===== src/rtl/sample_capture.sv =====
// Triggered frame capture: waits for an edge/free-run trigger, fills a SAMPLES-deep bank,
// then publishes the whole bank to a registered parallel array with a one-cycle frame_valid.
module sample_capture #(
  parameter int SAMPLES = 80,
  parameter int WIDTH   = 12
) (
  input  logic             clk,
  input  logic             rst,
  input  logic [WIDTH-1:0] sample_in,
  input  logic             sample_valid,
  input  logic [WIDTH-1:0] trig_level,
  input  logic [1:0]       trig_mode,
  input  logic             arm,
  input  logic             continuous,
  input  logic             abort,
  output logic [WIDTH-1:0] data [SAMPLES-1:0],
  output logic             frame_valid,
  output logic             busy,
  output logic [15:0]      frame_count
);

  localparam int IW = $clog2(SAMPLES);
  localparam logic [IW-1:0] LAST = IW'(SAMPLES - 1);

  typedef enum logic [1:0] {IDLE, ARMED, CAPTURE, PUBLISH} state_t;

  state_t           state, state_nxt;
  logic [WIDTH-1:0] cap_buf [SAMPLES-1:0];
  logic [IW-1:0]    wr_idx;
  logic [WIDTH-1:0] prev;
  logic             prev_ok;
  logic             trig;
  logic             buf_we;
  logic [IW-1:0]    buf_idx;
  logic             pub;

  always_comb begin
    state_nxt = state;
    buf_we    = 1'b0;
    buf_idx   = wr_idx;
    pub       = 1'b0;
    if (trig_mode[1])
      trig = 1'b1;
    else if (trig_mode[0])
      trig = prev_ok && (prev >= trig_level) && (sample_in < trig_level);
    else
      trig = prev_ok && (prev < trig_level) && (sample_in >= trig_level);

    // abort outranks every other transition, including the publish itself
    if (abort) begin
      state_nxt = IDLE;
    end else begin
      case (state)
        IDLE:    if (arm) state_nxt = ARMED;
        ARMED: begin
          if (sample_valid && trig) begin
            buf_we    = 1'b1;
            buf_idx   = '0;
            state_nxt = CAPTURE;
          end
        end
        CAPTURE: begin
          if (sample_valid) begin
            buf_we = 1'b1;
            if (wr_idx == LAST) state_nxt = PUBLISH;
          end
        end
        PUBLISH: begin
          pub       = 1'b1;
          state_nxt = continuous ? ARMED : IDLE;
        end
        default: state_nxt = IDLE;
      endcase
    end
  end

  // The bank has no reset; its contents only matter once a full frame is written.
  always_ff @(posedge clk) begin
    if (buf_we) cap_buf[buf_idx] <= sample_in;
  end

  always_ff @(posedge clk or negedge rst) begin
    if (!rst) begin
      state       <= IDLE;
      busy        <= 1'b0;
      frame_valid <= 1'b0;
      frame_count <= '0;
      wr_idx      <= '0;
      prev        <= '0;
      prev_ok     <= 1'b0;
      for (int i = 0; i < SAMPLES; i++) data[i] <= '0;
    end else begin
      state       <= state_nxt;
      busy        <= (state_nxt != IDLE);
      frame_valid <= pub;
      if (pub) begin
        data        <= cap_buf;
        frame_count <= frame_count + 16'd1;
      end
      if (!abort) begin
        case (state)
          IDLE:    if (arm) prev_ok <= 1'b0;
          ARMED: begin
            if (sample_valid) begin
              prev    <= sample_in;
              prev_ok <= 1'b1;
              if (trig) wr_idx <= IW'(1);
            end
          end
          CAPTURE: if (sample_valid) wr_idx <= wr_idx + 1'b1;
          PUBLISH: begin
            // edge triggers need two fresh samples after a re-arm
            prev_ok <= 1'b0;
            wr_idx  <= '0;
          end
          default: ;
        endcase
      end
    end
  end

endmodule


===== config.mk =====
export PLATFORM = sky130hd
export DESIGN_NAME = sample_capture
export DESIGN_NICKNAME = d
export VERILOG_FILES = /design/src/rtl/sample_capture.sv
export SDC_FILE = /design/constraint.sdc
export NUM_CORES = 2
export LEC_CHECK = 0
export ABC_AREA = 1
export BUFFER_PORTS_ARGS = -buffer_cell sky130_fd_sc_hd__buf_2
export CELL_PAD_IN_SITES_DETAIL_PLACEMENT = 2
export CELL_PAD_IN_SITES_GLOBAL_PLACEMENT = 2
export CORE_ASPECT_RATIO = 0.8
export CORE_MARGIN = 3
export CORE_UTILIZATION = 40
export CTS_BUF_LIST = sky130_fd_sc_hd__clkbuf_2 sky130_fd_sc_hd__clkbuf_4 sky130_fd_sc_hd__clkbuf_8
export DETAILED_ROUTE_END_ITERATION = 6
export HOLD_SLACK_MARGIN = 0.06
export PLACE_DENSITY = 0.79
export SYNTH_ARGS = -nofsm -noshare
export SYNTH_HDL_FRONTEND = slang
export SYNTH_SLANG_ARGS = --single-unit

===== constraint.sdc =====
create_clock -name clk -period 3.6 [get_ports clk]
set_clock_uncertainty 0.1 [all_clocks]
set_input_delay 0.18 -clock clk [delete_from_list [all_inputs] [get_ports clk]]
set_output_delay 0.18 -clock clk [all_outputs]
set_load 0.02 [all_outputs]

==> qor.yml <==
outcome: "complete, no violations"
crit_top_cell: "nand2_1"
worst_pin_slew_ns: 1.08
synth_nets: 5529
dpl_cell_area_um2: 76400
layout_min_cycle_time_ns: 3.46
vdd_ir_drop_max_v: 0.000481
netlist_instances: 5466
crit_arrival_ns: 4.02
whs_ns: 0.112
drt_pass1_iterations: 5
post-dp-hpwl_um: 166000
yosysTopAreaCell: "edfxtp_1"
ios: 1010
routed_wl_um: 272000
p_leak_nw: 40.0
drt_iter0_markers: 4330
die_area_um2: 174000
slew_headroom_pct: 27.9
crit_path_max_incr_delay_ns: 0.40
final_cells: 9280
grt_pass1_wl_um: 391000
place_inst: 8670
fin_total_pwr_mw: 77.5
cp_max_fo: 12
start_kind: "flip-flop"
area_growth_pct: 23.4
clk_path_buf_depth: 4
cts_tree: "done"
cp-end-kind: "flip-flop"
critPathRequiredTime_ns: 4.15
drv_slew: 0
period_share_pct: 96.2
ant_nets: 0
crit_path_cell_trace: "ha_1 > nand2_1 > nand2_1 > nand2_1 > nand2_1 > nand2_1 > nand3_1 > nor2_1 > nand2_1 > nand3_4 > nand2_2 > o21ai_1 > buf_4 > nand3_1 > nor2_1 > buf_4"
viasPerCell: 5.20
grt-ovfl-total: 0
cts_made_buffers: 326
timing.fmax_mhz: 289
cp_top_family: "simple AND/OR/NAND/NOR gates"
die_h_um: 374
ys_types: 30
maxCapViolCount: 0
grt_max_degree: 210
track_usage_pct: 30.9
cp_slowest_cell: "dfrtp_1"
crit_type: "flip-flop to flip-flop"
die_w_um: 466
path_clk_slew_ns: 0.07
crit_buf_inv: 2
setup_viol: 0
grt_pass1_vias: 54400
gp_congestion: 0.884
worstHoldPathType: "input pin to flip-flop"
synth_top_area_share_pct: 42.7
nets: 6846
power.density_nw_per_um2: 930
drive_above_1_share_pct: 25.3
final_area_um2: 83400
ys_seq_area_share_pct: 79.7
clock-sinks: 1960
syn-cell-area_um2: 67600
port-buffer-count: 1009
core_area_um2: 167000
clockRootBuffer: "clkbuf_8"
clk_latency_ns: 1.00
rows: 134
hold_violations: 0
drc: 0
routedWlPerCell_um: 29.3
synth_warnings: 0
ys_seq_elements: 1960
start_util_pct: 40.4
vias: 48300
yosys-top-cells-area: "edfxtp_1, dfrtp_1, nand2_1, clkbuf_1, nor2_1"
h-tree-depth: 5
antenna_found_initial: 17
syn_avg_cell_area_um2: 12.4
-- what timing repair did --
action	4_1_cts	5_1_grt
gates cloned	0	1
setup buffers	0	4
hold buffers	23	0
gates resized for setup	9	9
pin swaps	0	2
endpoints found under the hold margin	2369	0
endpoints found under the setup margin	89	433
-- report_power, final --
part | internal [mW] | switching (mW)
Sequential | 29.1 | 5.83
Clock | 11.3 | 9.31
Combinational | 6.15 | 15.9
Total | 46.5 | 31.1
-- layout make-up --
class	count	area [um^2]
multi-input cells	3224	12700
repair buffers	1208	7120
flip-flops and latches	1960	53900
clock inverters	46	322
diodes	9	22.5
inverters	63	244
clock buffers	526	6260
fillers	16700	84000
well taps	2244	2810
-- routing by layer --
layer,part of all wire [%],vias up,track usage [%]
met5,0,-,0
met1,39,25600,37.8
met3,5.7,604,5.62
met2,50,1907,52.5
met4,5.9,0,16.0
li1,-,20200,-
-- cell families after synthesis --
group	count (synthesis)	share of synthesized area, %
and+or+nand+nor	3147	17.7
DFF	1960	79.7
buffers and inverters	283	1.60
adders and majority gates	31	0.574
AOI/OAI and AO/OA	29	0.252
xor gates and xnor gates	16	0.207
-- through the flow --
step                util [%]  worst slack (ns)  setup TNS (ns)
CTS                     49.8            0.0222               0
global route            49.8           -0.0261         -0.0666
finish                  49.8             0.137               0
global placement        45.7            -0.286          -14.75
detailed placement      45.7            -0.387          -24.86
floorplan                  -             0.732               0
-- cell usage after synthesis --
cell and n:
or2_2 2, a21o_1 2, nor3_1 1, xor2_1 10
buf_2 8, nor2_1 107, nand3_2 9, buf_4 2
xnor2_1 6, nand2_2 1, nand3_1 21, o21ai_1 2
a2111oi_0 1, o21ai_0 14, dfrtp_1 1000, inv_1 62
and2_1 1, a21oi_4 1, a21oi_1 7, edfxtp_1 960
o211ai_1 1, a22oi_1 1, inv_2 1, clkbuf_1 192
nor2_2 1, nand4_1 11, buf_1 18, ha_1 31
nor3_2 2, nand2_1 2991
-- state kept, by name (all words and copies together) (netlist names) --
| signal | flops |
|---|---|
| frame_count | 16 |
| prev | 12 |
| data | 960 |
| wr_idx | 7 |
| prev_ok | 1 |
| frame_valid | 1 |
| state | 2 |
| cap_buf | 960 |
| busy | 1 |
-- worst register-to-register path: cells and delay by family, from the launching register on --
family,cells,cell delay [ns]
AO/OA/AOI/OAI,1,0.19
adder cells (fa/ha/maj),1,0.32
buffers and inverters,2,0.45
flip-flops,1,0.40
AND/OR/NAND/NOR,12,1.64
-- worst paths after layout --
kind	start	end	slack [ns]	cells after the start
max reg2reg	prev[1]	cap_buf[798]	0.14	16
max in group asynchronous	rst	data[959]	2.53	3
min in group asynchronous	rst	frame_count[8]	0.13	3
min reg2reg	cap_buf[949]	data[949]	0.28	2
min	trig_mode[1]	cap_buf[15]	0.11	8
max	prev[1]	cap_buf[798]	0.14	16
-- placed cells by master (no fill, tap or decap), types with 2 or more instances in the layout --
cell	n
ha_1	31
inv_1	62
buf_2	996
nand2_1	2990
dfrtp_1	998
nor2_4	7
a21o_1	2
xor2_1	10
nand4_1	11
dfrtp_2	2
nor3_2	2
nand2_2	2
buf_12	37
clkinv_1	17
clkinv_2	20
clkinvlp_4	5
o21ai_0	14
clkbuf_8	370
clkbuf_4	156
bufinv_16	4
or2_2	2
buf_4	150
diode_2	9
xnor2_1	6
o21ai_1	2
edfxtp_1	960
nor2_2	7
nand3_1	21
nand3_2	8
nor2_1	94
a21oi_1	7
dlygate4sd3_1	22
Power figures use the tool's default switching activity.
